<file path="src/rtl/seg_scan_driver.sv">
// seg_scan_driver: time-multiplexed 4-digit common-anode 7-segment driver with
// per-frame shadow registers, guard blanking and digit blink. Option: SEG_LZ_BLANK_EN.
module seg_scan_driver #(
    parameter int unsigned REFRESH_DIV = 100000,
    parameter int unsigned GUARD       = 2,
    parameter int unsigned BLINK_DIV   = 25000000
) (
    input  logic        clk,
    input  logic        rst_n,
    input  logic [15:0] digits,
    input  logic [3:0]  dp,
    input  logic [3:0]  blink_mask,
    output logic [7:0]  seg,
    output logic [3:0]  an,
    output logic        frame_tick
);
    localparam int unsigned CW = (REFRESH_DIV > 1) ? $clog2(REFRESH_DIV) : 1;
    localparam int unsigned BW = (BLINK_DIV > 1) ? $clog2(BLINK_DIV) : 1;
    localparam logic [CW-1:0] CNT_MAX   = CW'(REFRESH_DIV - 1);
    localparam logic [CW-1:0] CNT_GUARD = CW'(GUARD);
    localparam logic [BW-1:0] BLINK_MAX = BW'(BLINK_DIV - 1);

    logic [CW-1:0] r_cnt;
    logic [1:0]    r_idx;
    logic [15:0]   r_sh_digits;
    logic [3:0]    r_sh_dp;
    logic [3:0]    r_sh_blink;
    logic [BW-1:0] r_bcnt;
    logic          r_phase;
    logic [7:0]    r_seg;
    logic [3:0]    r_an;
    logic          r_frame_tick;

    logic          w_cnt_wrap;
    logic          w_load;
    logic          w_guard;
    logic [3:0]    w_digit;
    logic [7:0]    w_seg;
    logic [3:0]    w_an;

    function automatic logic [6:0] f_decode(input logic [3:0] d);
        logic [6:0] s;
        case (d)
            4'd0:    s = 7'h40;
            4'd1:    s = 7'h79;
            4'd2:    s = 7'h24;
            4'd3:    s = 7'h30;
            4'd4:    s = 7'h19;
            4'd5:    s = 7'h12;
            4'd6:    s = 7'h02;
            4'd7:    s = 7'h78;
            4'd8:    s = 7'h00;
            4'd9:    s = 7'h10;
            default: s = 7'h7F;
        endcase
        return s;
    endfunction

    assign w_cnt_wrap = (r_cnt == CNT_MAX);
    assign w_load     = w_cnt_wrap && (r_idx == 2'd3);
    assign w_guard    = (r_cnt < CNT_GUARD);
    assign w_digit    = r_sh_digits[{r_idx, 2'b00} +: 4];

    always_ff @(posedge clk or negedge rst_n) begin
        if (!rst_n) begin
            r_cnt <= '0;
            r_idx <= '0;
        end else if (w_cnt_wrap) begin
            r_cnt <= '0;
            r_idx <= r_idx + 2'd1;
        end else begin
            r_cnt <= r_cnt + 1'b1;
        end
    end

    // Inputs are sampled only at the frame boundary so a digit never tears mid-scan.
    always_ff @(posedge clk or negedge rst_n) begin
        if (!rst_n) begin
            r_sh_digits <= '0;
            r_sh_dp     <= '0;
            r_sh_blink  <= '0;
        end else if (w_load) begin
            r_sh_digits <= digits;
            r_sh_dp     <= dp;
            r_sh_blink  <= blink_mask;
        end
    end

`ifdef SEG_LZ_BLANK_EN
    logic [3:0] r_sh_lzb;
    logic [3:0] w_lzb;

    always_comb begin
        w_lzb    = '0;
        w_lzb[3] = (digits[15:12] == 4'd0);
        w_lzb[2] = (digits[11:8] == 4'd0) && w_lzb[3];
        w_lzb[1] = (digits[7:4] == 4'd0) && w_lzb[2];
    end

    always_ff @(posedge clk or negedge rst_n) begin
        if (!rst_n) begin
            r_sh_lzb <= '0;
        end else if (w_load) begin
            r_sh_lzb <= w_lzb;
        end
    end
`endif

    always_ff @(posedge clk or negedge rst_n) begin
        if (!rst_n) begin
            r_bcnt  <= '0;
            r_phase <= 1'b1;
        end else if (r_bcnt == BLINK_MAX) begin
            r_bcnt  <= '0;
            r_phase <= ~r_phase;
        end else begin
            r_bcnt <= r_bcnt + 1'b1;
        end
    end

    always_comb begin
        w_an  = 4'b1111;
        w_seg = 8'hFF;
        if (!w_guard) begin
            w_an  = ~(4'b0001 << r_idx);
            w_seg = {~r_sh_dp[r_idx], f_decode(w_digit)};
`ifdef SEG_LZ_BLANK_EN
            if (r_sh_lzb[r_idx]) begin
                w_seg[6:0] = 7'h7F;
            end
`endif
            if (!r_phase && r_sh_blink[r_idx]) begin
                w_seg = 8'hFF;
            end
        end
    end

    always_ff @(posedge clk or negedge rst_n) begin
        if (!rst_n) begin
            r_an         <= 4'b1111;
            r_seg        <= 8'hFF;
            r_frame_tick <= 1'b0;
        end else begin
            r_an         <= w_an;
            r_seg        <= w_seg;
            r_frame_tick <= w_load;
        end
    end

    assign seg        = r_seg;
    assign an         = r_an;
    assign frame_tick = r_frame_tick;

endmodule

</file>
<file path="config.mk">
export PLATFORM = sky130hd
export DESIGN_NAME = seg_scan_driver
export DESIGN_NICKNAME = d
export VERILOG_FILES = /design/src/rtl/seg_scan_driver.sv
export SDC_FILE = /design/constraint.sdc
export NUM_CORES = 1
export LEC_CHECK = 0
export BUFFER_PORTS_ARGS = -buffer_cell sky130_fd_sc_hd__buf_2
export CAP_MARGIN = 30
export CORE_UTILIZATION = 29
export DETAILED_ROUTE_END_ITERATION = 10
export PLACE_DENSITY = 0.57
export SLEW_MARGIN = 30
export SYNTH_ARGS = -nofsm -noshare
export SYNTH_HDL_FRONTEND = slang
export SYNTH_SLANG_ARGS = --single-unit
</file>
<file path="constraint.sdc">
create_clock -name clk -period 2 [get_ports clk]
set_input_delay 0.4 -clock clk [delete_from_list [all_inputs] [get_ports clk]]
set_output_delay 0.4 -clock clk [all_outputs]
set_load 0.01 [all_outputs]
</file>
Word level (Yosys, flattened, before mapping)
Memory sizes are Yosys's and may differ from the RTL's. Index checks and enable logic that the tools add are counted. Widths: inputs -> output; s select.

Register bits after elaboration: 82. ROM bits: 112. Input port bits: 26. Output and inout bits: 13. Logic and storage cells: 36. Memories: 1.

Memory list: (no name shown) (depth 16, width 7, read ports 1, clocked after memory_dff 0, wr ports 0, line 43) `case (d)`.

Add/subtract/negate cells: 3. Order comparisons: 2. Eq/ne operators: 3. Shift-type cells: 2. Muxes and demuxes: 9. Bitwise gates (word level): 3. Reductions and logical operators: 3.

Operator list (number): $add 25x1->25 const B (1); $eq 25x25->1 const B (1); $mux 25 (1); $add 17x1->17 const B (1); $eq 17x17->1 const B (1); $lt 17x2->1 const B (1); $mux 17 (1); $mux 8 (2); $shiftx 16x5->4 (1); $bmux 1 s2 (2); $mux 4 (1); $not 4->4 (1); $shl 1x2->4 const A (1); $lt 2x3->1 const B (1); $add 2x1->2 const B (1); $eq 2x2->1 const B (1); $logic_and 1x1->1 (2); $mux 1 (2); $not 1->1 (2); $logic_not 1->1 (1).

Longest topological paths before layout
Gate-level depths: netlist (run 1).

Depth in word-level cells: 5. Gate-level depth with buffers: 8. Gate-level depth less buffers: 7.

Worst setup path before layout (run 1)
No wires, ideal clock.

Path type: flip-flop to flip-flop. Start: reg r_cnt[0]. End: reg r_sh_blink[0]. Library setup time: 0.125 ns. Data arrival time: 1.717 ns. Data required time: 1.875 ns. Setup slack: 0.158 ns. Stages on the path, launching flop included: 8. Clock period less this slack: 1.842 ns. Cells stage by stage: dfrtp_1 ha_1 and4_1 buf_4 and4_4 nand3_4 buf_6 mux2_4.

Cells in the longest elaborated chain, start to end: 2.

Ends and longest elaborated chain: from (decl) (line 23) `logic [CW-1:0] r_cnt;`; from (signal assigned) (line 72) `r_cnt <= r_cnt + 1'b1;`; $eq 17x17->1 (line 59) `assign w_cnt_wrap = (r_cnt == CNT_MAX);`; $logic_and 1x1->1 (line 60) `assign w_load = w_cnt_wrap && (r_idx == 2'd3);`; to (signal assigned) (line 85) `r_sh_blink <= blink_mask;`; to (decl) (line 27) `logic [3:0] r_sh_blink;`.

Every way passes these cells. A chain may end at the register's enable or synchronous reset.

Worst setup path after layout (run 1)
Start: reg r_cnt[8]. End: reg r_sh_digits[4].

Cells in the longest elaborated chain, start to end: 2.

Ends and longest elaborated chain: $eq 17x17->1 (line 59); $logic_and 1x1->1 (line 60); to (signal assigned) (line 83) `r_sh_digits <= digits;`; to (decl) (line 25) `logic [15:0] r_sh_digits;`.

Every way passes these cells.

==> results by stage, run 1 <==
Die:
- The die covers around 14000 µm².
- 39 I/O pins were placed.
- The horizontal extent of the die is 119.3 µm.
- The die is 119.3 µm tall.
- After floorplanning, the core was sized to cover 13350 µm².
- Once the floorplan was initialized, standard cells occupied between 20% and 30% of the core.
- The floorplan has 42 rows.

Timing:
- The slew at the pin closest to its max-slew limit is 0.5915 ns.
- Setup violations remaining at the end of the flow were counted as 0.
- The worst pin sits at a relative slew slack of approximately three fifths.
- The final critical-path required period is about 1.9 ns.
- The setup clock skew after layout is between 0.01 and 0.015 ns.
- Setup repair after global routing left no endpoint under its margin.
- The count of endpoints failing hold in the final timing report was 0.
- The final cycle utilization of the critical path is 94.33%.
- The achievable clock frequency is 0.5301 GHz.
- The worst setup margin is approximately 0.11 ns.
- The number of pins exceeding their max-slew limit in the final report came to 0.
- The sum of negative setup slack is 0 ns.
- The worst hold slack across all endpoints is 0.07445 ns.

Placed design:
- The weighted congestion at the end of routability-driven global placement is 0.8453.
- In this run the tool buffered the top-level ports with 38 buffer cells.
- After detailed placement, the design holds a cell count of 546.
- Before CTS, the worst setup slack after placement is between 0.1 and 0.15 ns.
- Once placement finished, the instance area stood at roughly 4500 µm².
- After legalization and detailed placement, the total HPWL measured 5673 µm.

Clocking:
- In this run the post-CTS setup repair buffer count came out at 0.
- TritonCTS built the clock tree.
- The sink count of the clock tree is slightly above 80.
- In this run, post-CTS repair resized a total of 0 instances.
- The H-tree was split into 3 levels.
- After clock tree synthesis, the clock-pin slew on the worst setup and hold paths is 0.06 ns.
- The clock passes through at most 2 buffers.
- Clock tree synthesis selected as its root buffer the cell clkbuf_16.
- The number of buffers created by CTS is 9.
- The cts-stage hold buffer count is 0.
- For the worst-skew pair, the clock arrives at the later sink with an insertion delay of 0.34 ns.

Synthesis:
- The XOR/XNOR share of the synthesized area is 6.807%.
- In the synthesized netlist the dominant register cell turns out to be dfrtp_1.
- Summing the areas of all and, or, nand and nor instances in the mapped netlist gives 17.22% of the synthesized area.
- The count of flip-flops with a built-in enable after synthesis is 0.
- After synthesis, the mean cell area works out to 12.20 µm².
- The share of the synthesized area in compound gates (AO/OA/AOI/OAI) is 4.360%.
- After synthesis, the largest family of logic cells by area is simple AND/OR/NAND/NOR gates.
- The portion of synthesized area spent on multiplexers is 13.36%.
- The synthesized netlist contains 44 unique library cells.
- The number of nets in the synthesized netlist is between 300 and 400.
- The number of synthesized register bits is 82.
- For this run, asynchronously set or reset flops after synthesis account for 100.0%.
- Sequential elements use 51.85% of the synthesized area.
- During synthesis, Yosys emitted a total of 0 warnings.
- The synthesized netlist devotes 3.450% of its cell area to adder and majority cells.
- The combined area of all synthesized cells is 3989 µm².
- In the synthesized netlist, the number of instances is roughly 330.

Final layout:
- The top cell types in the final layout, fill and taps aside, are 69 x dfrtp_1, 37 x buf_2, 26 x nand2_1.
- The post-layout net count is 420.
- The area growth from synthesis to layout is 21.24%.
- The share of post-route cells with drive strength above 1 is 32.22%.
- The total inserted antenna cells is 0.
- The finished layout holds 564 standard cells, fillers aside.
- The most common library cell in the layout ignoring fill and taps is dfrtp_1.
- Once layout is complete, the utilization of the core stands at 36.23%.
- Once layout is done, the placed cells without fillers occupy 4836 µm².

Power:
- The analysis attributes to cell leakage a power of approximately 2.1 nW.
- IR analysis of the VDD net gives a maximum drop of roughly 0.52 mV.
- Overall power consumption after layout is estimated at between 3 and 4 mW.
- The total power per unit cell area is 767.8 nW/µm².

Critical path:
- The launch point of the worst reg-to-reg path is r_cnt[8]$_DFF_PN0_.
- The data arrival time of the critical path is 2.10 ns.
- The most critical setup path has its startpoint at r_cnt[8]$_DFF_PN0_.
- In this run the worst path has a maximum fanout of 10.
- By startpoint and endpoint, the worst setup path is classified as flip-flop to flip-flop.
- STA classifies the critical path endpoint as a flip-flop.
- The number of cells on the worst reg-to-reg path is 5.
- Data on the critical path is required at its endpoint by 2.21 ns.
- The destination of the worst register-to-register timing path is r_sh_digits[4]$_DFFE_PN0P_.
- The worst register-to-register path has a setup slack of 0.11 ns.
- STA classifies the critical path startpoint as a flip-flop.

Drt:
- The average wire length per cell after detail routing is 13.92 µm.
- The routed layout has 2632 vias.
- The routed design has 7849 µm of wire.
- The via density per instance is 4.667.
- The iteration count of the initial detailed-routing pass is 4.
- The number of design-rule violations left by the first detailed-router iteration is 137.
- In this run the remaining antenna-violating nets after routing total 0.
- In the routed design, unresolved DRC markers number 0.

Global route:
- The number of global-route vias before repair is 2670.
- The maximum number of pins on one net before global-route repair is 46.
- The global-route wire length before repair is 13340 µm.
- The number of antenna violations at the first check in global routing came to 0.
- Global routing used around an eighth of the available tracks.
- The remaining global-route overflow is 0.

Job:
- Max-cap violations in this run came to 0.

Worst hold path:
- The worst min-delay path class is input port to asynchronous set/reset pin.

Run status:
- The run finished with clean final reports.
## worst max-delay path, cell delays in order, from the launching register on
cell and delay (ns):
dfrtp_1 0.44, nor4_4 0.36, and4_4 0.29, nand3_4 0.17, buf_12 0.21, mux2_4 0.30
## worst max-delay path by stage
stage / end / slack, ns / depth (start not counted)
global placement: seg[3]$_DFF_PN1_ / 0.14 / 7
detailed placement: seg[4]$_DFF_PN1_ / 0.10 / 7
global route: seg[4]$_DFF_PN1_ / 0.008 / 7
floorplan: r_sh_blink[0]$_DFFE_PN0P_ / 0.16 / 7
finish: r_sh_digits[4]$_DFFE_PN0P_ / 0.11 / 5
CTS: seg[3]$_DFF_PN1_ / 0.08 / 7
## layout make-up
type / count / area, µm²
tap: 176 / 220.2
fill: 1328 / 8512
inverter: 8 / 30.03
clock buffer: 14 / 274.0
sequential: 82 / 2068
multi-input combinational: 224 / 1803
timing repair buffer: 58 / 380.4
clock inverter: 2 / 60.06
## kinds of logic after synthesis
logic type	after synthesis
compound gates	30
xor+xnor	31
fa+ha+maj	11
buf+inv	21
flops	82
mux	35
simple gates	117
## where the power goes
group / switching [mW] / internal, mW
combinational: 0.0860 / 0.0865
sequential: 0.0164 / 1.70
clock: 0.625 / 1.20
## sequential cells by signal, indices dropped and copies added (netlist names)
name         count
r_sh_blink       4
r_phase          1
frame_tick       1
seg              8
an               4
r_bcnt          25
r_sh_dp          4
r_cnt           17
r_idx            2
r_sh_digits     16
## Yosys cell counts (2+ instances only)
cell      number  area share [%]
a21oi_1       12             1.5
and2_1         4            0.63
and3_1         2            0.31
and4_1         8             1.8
and4_4         2            0.56
buf_2          4            0.50
buf_6          4             1.1
clkbuf_1       4            0.38
dfrtp_1       69              43
dfstp_2       13             8.6
ha_1          11             3.5
inv_1          8            0.75
mux2_2         6             1.7
mux2_4        20             7.5
mux2i_1        3            0.75
mux4_2         6             3.4
nand2_1       26             2.4
nand2b_1       2            0.31
nand3_1       14             1.8
nand4_1       11             1.7
nor2_1        18             1.7
nor2b_1        3            0.47
nor3_1         6            0.75
nor4_1         3            0.47
nor4b_1        2            0.44
o21ai_0        8             1.0
o31ai_1        5            0.94
or3_1          4            0.63
or4_1          5            0.94
xnor2_1       21             4.6
xor2_1        10             2.2
## metal layers
metal | wire, µm | up-vias | GRT usage, %
li1 | - | 1275 | -
met1 | 3811 | 1304 | 16.21
met2 | 3621 | 46 | 17.99
met3 | 311 | 7 | 3.305
met4 | 106 | 0 | 4.905
met5 | 0 | - | 0
Note: power is estimated with default switching activity, not from simulation.
==> run 2, diff against run 1 <==
SETUP_SLACK_MARGIN = 0.15   (was not set)
==> results by stage, run 2 (synthesized netlist as in run 1, its figures left out) <==
Run status:
- Status: finished, final reports clean (unchanged).

Critical path:
- The kind of end point of the critical path was a flip-flop (unchanged).
- The data arrival time of the critical path is 2.00 ns (was 2.10 ns).
- The startpoint class of the critical path is a flip-flop (unchanged).
- The largest incremental delay on the critical path is 0.41 ns (was 0.44 ns).
- The required time reported for the critical path endpoint came to 2.21 ns (about the same).
- The largest delay contributor family on the critical path is simple AND/OR/NAND/NOR gates (unchanged).
- The worst-path cell with the longest stage delay is dfrtp_1 (unchanged).
- Worst-path cell chain: nor4_4 -> and4_4 -> nand3_4 -> buf_12 -> mux2_4 (unchanged).
- The critical path class is flip-flop to flip-flop (unchanged).
- The combined buffer and inverter count along the critical path was 1 (unchanged).
- The number of cells on the worst reg-to-reg path came to 5 (unchanged).
- The setup slack of the most critical reg-to-reg path is 0.21 ns (was 0.11 ns).
- The launch point of the worst reg-to-reg path was r_cnt[11]$_DFF_PN0_ (was r_cnt[8]$_DFF_PN0_).
- The maximum fanout along the worst path is 10 (unchanged).
- The destination of the worst register-to-register timing path is r_sh_digits[4]$_DFFE_PN0P_ (unchanged).

Timing:
- The final critical-path required period is 1.790 ns (was 1.887 ns).
- The final cycle utilization of the critical path is 89.52% (was 94.33%).
- The worst setup margin was 0.2097 ns (was 0.1134 ns).
- The number of setup violations in the final report was 0 (unchanged).
- The headroom to the max-slew limit is 60.69% (was 60.57%).
- The achievable clock frequency is 0.5586 GHz (was 0.5301 GHz).
- The count of endpoints failing hold in the final timing report came to 0 (unchanged).
- Unrepaired setup endpoints after global routing: true (was false).
- The setup clock skew after layout was 0.01116 ns (was 0.01255 ns).
- The number of pins exceeding their max-slew limit in the final report is 0 (unchanged).
- The slew at the pin closest to its max-slew limit was 0.5896 ns (was 0.5915 ns).
- The sum of negative setup slack was 0 ns (unchanged).

Placed design:
- The placement-stage cell area is 4487 µm² (unchanged).
- The sum of net half-perimeters after detailed placement came to 5673 µm (unchanged).
- The pre-CTS worst setup slack was 0.1006 ns (unchanged).
- The weighted congestion at the end of routability-driven global placement is 0.8453 (unchanged).
- The count of buffers inserted at the top-level ports is 38 (unchanged).

Drt:
- The sum of routed wire length over all layers came to 7992 µm (was 7849 µm).
- The iteration count of the initial detailed-routing pass is 4 (unchanged).
- The number of design-rule violations left by the first detailed-router iteration is 152 (was 137).
- The via density per instance came to 4.679 (was 4.667).
- The post-detailed-route count of antenna-violating nets is 0 (unchanged).
- The remaining design rule violation count is 0 (unchanged).
- The number of vias after detailed routing was 2686 (was 2632).
- The average wire length per cell after detail routing is 13.92 µm (about the same).

Clocking:
- The clock transition at the registers of the reported paths is 0.06 ns (about the same).
- The clock root buffer master was clkbuf_16 (unchanged).
- The source-to-sink clock delay at the later pin of the worst-skew pair is 0.34 ns (about the same).
- The H-tree depth is 3 (unchanged).
- The number of buffers created by CTS is 9 (unchanged).
- The number of buffers on the longest clock path is 2 (unchanged).
- The clock tree from TritonCTS is built (unchanged).
- The sink count of the clock tree is 82 (unchanged).
- The cts-stage hold buffer count came to 0 (unchanged).

Job:
- The number of max-cap violations came to 0 (unchanged).

Final layout:
- The number of flip-flops in the largest register is 25 (unchanged).
- The post-layout net count is 430 (was 420).
- Registers with the most flip-flops: r_bcnt: 25 flops, r_cnt: 17 flops, r_sh_digits: 16 flops (unchanged).
- The area growth from synthesis to layout is 24.37% (was 21.24%).
- The total inserted antenna cells is 0 (unchanged).
- Top library cells by usage in the layout, fill and taps aside: 67 x dfrtp_1, 37 x buf_2, 26 x nand2_1, 26 x buf_4, 21 x xnor2_1 (was 69 x dfrtp_1, 37 x buf_2, 26 x nand2_1).
- The share of post-route cells with drive strength above 1 is 36.18% (was 32.22%).
- The most flop-heavy register is r_bcnt (unchanged).
- The total non-filler cell area in the finished layout is 4961 µm² (was 4836 µm²).
- The most common library cell in the layout ignoring fill and taps is dfrtp_1 (unchanged).

Die:
- The die boundary height is 119.3 µm (unchanged).
- The initial standard-cell utilization of the core is 29.88% (unchanged).
- The die area is 14230 µm² (unchanged).
- The horizontal extent of the die came to 119.3 µm (unchanged).
- The number of rows created at floorplan is 42 (unchanged).
- The number of primary I/O pins came to 39 (unchanged).
- The core outline area is 13350 µm² (unchanged).

Global route:
- The remaining global-route overflow came to 0 (unchanged).
- The maximum number of pins on one net before global-route repair is 46 (unchanged).
- The overall routing resource usage is 12.07% (was 11.98%).
- The global-route wire length before repair is 13430 µm (was 13340 µm).
- The number of global-route vias before repair is 2704 (was 2670).
- The number of antenna violations at the first check in global routing came to 0 (unchanged).

Power:
- The reported leakage power is 2.175 nW (was 2.128 nW).
- The maximum resistive drop on vdd came to 0.5226 mV (was 0.5223 mV).
- The total power per unit cell area is 750.5 nW/µm² (was 767.8 nW/µm²).

Worst hold path:
- The worst min-delay path class is input port to asynchronous set/reset pin (unchanged).
## run 2: cell type report
| class | instances | area, µm² |
|---|---|---|
| fillers | 1321 | 8387 |
| flip-flops and latches | 82 | 2071 |
| multi-input cells | 224 | 1843 |
| repair buffers | 68 | 462.9 |
| clock buffers | 14 | 274.0 |
| well taps | 176 | 220.2 |
| clock inverters | 2 | 60.06 |
| inverters | 8 | 30.03 |
## run 2: worst max path at each step
stage          cells past startpoint  slack (ns)                 start                    endpoint
6_report                           5        0.21   r_cnt[11]$_DFF_PN0_  r_sh_digits[4]$_DFFE_PN0P_
5_1_grt                            7        0.12  r_idx[0]$_DFFE_PN0N_            seg[3]$_DFF_PN1_
4_1_cts                            4        0.18   r_bcnt[5]$_DFF_PN0_        r_bcnt[19]$_DFF_PN0_
3_5_place_dp                       7        0.10  r_idx[0]$_DFFE_PN0N_            seg[4]$_DFF_PN1_
3_3_place_gp                       7        0.14  r_idx[0]$_DFFE_PN0N_            seg[3]$_DFF_PN1_
2_1_floorplan                      7        0.16    r_cnt[0]$_DFF_PN0_   r_sh_blink[0]$_DFFE_PN0P_
## run 2: report_power, final
group | switching [mW] | internal, mW
clock | 0.627 | 1.20
sequential | 0.0163 | 1.70
combinational | 0.0887 | 0.0921
total | 0.732 | 2.99
## run 2: repair_timing
item	in CTS	in global routing
gates cloned	0	0
endpoints found under the setup margin	14	20
buffers inserted	5	7
gates resized for setup	3	10
pin swaps	1	0
## run 2: worst register-to-register path: stages (launching register included)
cell and delay (ns):
dfrtp_1 0.41, nor4_4 0.36, and4_4 0.29, nand3_4 0.12
buf_12 0.19, mux2_4 0.30
## run 2: per-layer routing
layer / routed length [µm] / track usage [%] / share of wire, %
met1: 3829 / 16.15 / 48
met2: 3700 / 18.35 / 46
met3: 339 / 3.305 / 4.2
met4: 123 / 4.905 / 1.5
met5: 0 / 0 / 0
## run 2: per-stage QoR
stage	hold slack [ns]	util [%]	cells	power (mW)
after floorplan	0.1044	-	327	1.828
after global placement	0.4459	33.61	546	1.917
after detailed placement	0.4486	33.61	546	1.923
after CTS	0.09513	36.45	567	3.758
after global routing	0.1174	37.17	574	3.855
final	0.07304	37.17	574	3.723
==> run 3, diff against run 2 <==
CORE_MARGIN = 3   (was not set)
GPL_TIMING_DRIVEN = 0   (was not set)
REMOVE_ABC_BUFFERS = 1   (was not set)
==> results by stage, run 3 (synthesized netlist as in run 1, its figures left out) <==
Run status:
- Status: finished, final reports clean (unchanged).

Job:
- The number of max-cap violations is 0 (unchanged).

Power:
- The cell-internal power is 2.894 mW (was 2.992 mW).
- The total power per unit cell area came to 717.7 nW/µm² (was 750.5 nW/µm²).
- The share of total power consumed by net switching came to 21.15% (was 19.66%).
- The net switching component of the power is 0.7761 mW (was 0.7319 mW).
- The portion of total power attributed to combinational logic is 5.4% (was 4.9%).
- The maximum resistive drop on vdd was 0.4829 mV (was 0.5226 mV).
- The total design power is 3.670 mW (was 3.723 mW).
- The sequential cell fraction of total power is 46.9% (was 46.2%).
- The clock power share is 47.7% (was 49.0%).
- The reported leakage power came to 2.198 nW (was 2.175 nW).

Critical path:
- The number of cells on the worst reg-to-reg path is 5 (unchanged).
- The worst-path cell with the longest stage delay was mux4_2 (was dfrtp_1).
- The maximum fanout along the worst path is 8 (was 10).
- The destination of the worst register-to-register timing path is seg[4]$_DFF_PN1_ (was r_sh_digits[4]$_DFFE_PN0P_).
- Worst-path cell chain: buf_6 -> mux4_2 -> mux2_2 -> mux2i_1 -> nand2_1 (was nor4_4 -> and4_4 -> nand3_4 -> buf_12 -> mux2_4).
- The critical path class is flip-flop to flip-flop (unchanged).
- The launch point of the worst reg-to-reg path is r_idx[0]$_DFFE_PN0N_ (was r_cnt[11]$_DFF_PN0_).
- The start point of the critical path is r_idx[0]$_DFFE_PN0N_ (was r_cnt[11]$_DFF_PN0_).
- The kind of end point of the critical path was a flip-flop (unchanged).
- The combined buffer and inverter count along the critical path is 1 (unchanged).
- The largest delay contributor family on the critical path is multiplexers (was simple AND/OR/NAND/NOR gates).
- The setup slack of the most critical reg-to-reg path is 0.14 ns (was 0.21 ns).
- The data arrival time of the critical path came to 2.11 ns (was 2.00 ns).
- The required time reported for the critical path endpoint is 2.25 ns (was 2.21 ns).
- The startpoint class of the critical path is a flip-flop (unchanged).
- The largest incremental delay on the critical path came to 0.62 ns (was 0.41 ns).

Die:
- The die boundary height was 123.3 µm (was 119.3 µm).
- The initial standard-cell utilization of the core is 29.88% (unchanged).
- The number of primary I/O pins was 39 (unchanged).
- The horizontal extent of the die was 123.3 µm (was 119.3 µm).
- The core outline area is 13350 µm² (unchanged).
- The die area came to 15200 µm² (was 14230 µm²).
- The number of rows created at floorplan is 42 (unchanged).

Timing:
- Unrepaired setup endpoints after global routing: true (unchanged).
- The worst setup margin came to 0.1386 ns (was 0.2097 ns).
- The final critical-path required period is 1.861 ns (was 1.790 ns).
- The number of setup violations in the final report is 0 (unchanged).
- The sum of negative setup slack is 0 ns (unchanged).
- The achievable clock frequency was 0.5372 GHz (was 0.5586 GHz).
- The final cycle utilization of the critical path is 93.07% (was 89.52%).
- The headroom to the max-slew limit is 77.62% (was 60.69%).
- The worst hold slack across all endpoints is 0.2916 ns (was 0.07304 ns).
- The number of pins exceeding their max-slew limit in the final report is 0 (unchanged).
- The count of endpoints failing hold in the final timing report is 0 (unchanged).
- The slew at the pin closest to its max-slew limit is 0.3345 ns (was 0.5896 ns).
- The setup clock skew after layout was 0.01114 ns (was 0.01116 ns).

Global route:
- The number of antenna violations at the first check in global routing is 0 (unchanged).
- The remaining global-route overflow is 0 (unchanged).
- The overall routing resource usage is 11.54% (was 12.07%).
- The number of global-route vias before repair was 2737 (was 2704).
- The maximum number of pins on one net before global-route repair is 70 (was 46).
- The global-route wire length before repair is 13740 µm (was 13430 µm).

Drt:
- The number of design-rule violations left by the first detailed-router iteration is 101 (was 152).
- The via density per instance was 4.852 (was 4.679).
- The number of vias after detailed routing is 2785 (was 2686).
- The iteration count of the initial detailed-routing pass is 4 (unchanged).
- The post-detailed-route count of antenna-violating nets is 0 (unchanged).
- The sum of routed wire length over all layers is 8653 µm (was 7992 µm).
- The average wire length per cell after detail routing is 15.07 µm (was 13.92 µm).
- The remaining design rule violation count came to 0 (unchanged).

Worst hold path:
- The worst min-delay path class is input port to flip-flop (was input port to asynchronous set/reset pin).
- The worst hold path terminates at r_sh_dp[2]$_DFFE_PN0P_.
- The worst hold path depth is 2.
- The startpoint identified for the worst hold timing path is dp[2].

Final layout:
- The most flop-heavy register is r_bcnt (unchanged).
- The share of the core filled with cells in the final layout is 38.31% (was 37.17%).
- The share of post-route cells with drive strength above 1 came to 40.95% (was 36.18%).
- The most common library cell in the layout ignoring fill and taps is dfrtp_1 (unchanged).
- The area growth from synthesis to layout is 28.20% (was 24.37%).
- Top library cells by usage in the layout, fill and taps aside: 63 x dfrtp_1, 37 x buf_2, 26 x nand2_1 (was 67 x dfrtp_1, 37 x buf_2, 26 x nand2_1, 26 x buf_4, 21 x xnor2_1).
- The post-layout net count was 430 (unchanged).
- The total inserted antenna cells came to 0 (unchanged).
- The number of flip-flops in the largest register is 25 (unchanged).
- Registers with the most flip-flops: r_bcnt: 25 flops, r_cnt: 17 flops, r_sh_digits: 16 flops (unchanged).

Clocking:
- The source-to-sink clock delay at the later pin of the worst-skew pair was 0.34 ns (about the same).
- The sink count of the clock tree came to 82 (unchanged).
- The clock transition at the registers of the reported paths is 0.06 ns (about the same).
- The number of buffers on the longest clock path was 2 (unchanged).
- The H-tree depth was 3 (unchanged).
- The clock root buffer master is clkbuf_16 (unchanged).
- The clock tree from TritonCTS is built (unchanged).
- The number of buffers created by CTS is 9 (unchanged).

Placed design:
- The pre-CTS worst setup slack is -0.2967 ns (was 0.1006 ns).
- The weighted congestion at the end of routability-driven global placement is 0.8298 (was 0.8453).
- The count of buffers inserted at the top-level ports was 38 (unchanged).
- The sum of net half-perimeters after detailed placement is 5248 µm (was 5673 µm).
==> run 3: cell count changes in the layout (fill, tap and decap cells not counted), moves of 4 or more <==
cell | before | now
ha_4 | 1 | 5
buf_4 | 26 | 21
dfrtp_1 | 67 | 63
dfrtp_2 | 2 | 6
ha_1 | 10 | 5
==> run 3: cell type report <==
class                   instances  area, µm²
fillers                      1306       8234
flip-flops and latches         82       2076
multi-input cells             226       1987
repair buffers                 66      479.2
clock buffers                   9      225.2
well taps                     176      220.2
clock inverters                 7      93.84
inverters                       8      32.53
==> run 3: through the flow <==
| step | area, µm² | std cells |
|---|---|---|
| floorplan | 3901 | 314 |
| global placement | 4312 | 528 |
| detailed placement | 4360 | 529 |
| CTS | 4871 | 562 |
| global route | 5114 | 574 |
| finish | 5114 | 574 |
==> run 3: timing repair <==
item	4_1_cts	5_1_grt
setup endpoints to repair	60	43
setup buffers	15	10
hold buffers	1	0
cloned	1	2
resized for setup	17	26
pin swaps	4	10
hold endpoints to repair	8	0
==> run 3: power by group through the flow <==
stage          sequential [mW]  clock, mW  combinational (mW)
6_report                  1.72       1.75               0.198
5_1_grt                   1.72       1.87               0.218
4_1_cts                   1.72       1.80               0.186
3_5_place_dp              1.75          0               0.172
3_3_place_gp              1.75          0               0.161
2_1_floorplan             1.75          0              0.0758
==> run 3: routing by layer <==
metal  vias up  GRT usage, %  part of all wire (%)
li1       1312             -                     -
met1      1421         16.10                    46
met2        45         17.74                    51
met3         7         2.150                   2.5
met4         0         4.567                   1.1
met5         -             0                     0
==> run 3: worst max path at each step <==
stage	endpoint	slack, ns	depth (start not counted)
6_report	seg[4]$_DFF_PN1_	0.14	5
5_1_grt	seg[4]$_DFF_PN1_	0.09	5
4_1_cts	r_sh_blink[2]$_DFFE_PN0P_	0.15	5
3_5_place_dp	r_idx[1]$_DFFE_PN0N_	-0.30	5
3_3_place_gp	r_idx[1]$_DFFE_PN0N_	-0.57	5
2_1_floorplan	r_idx[1]$_DFFE_PN0N_	-0.13	5
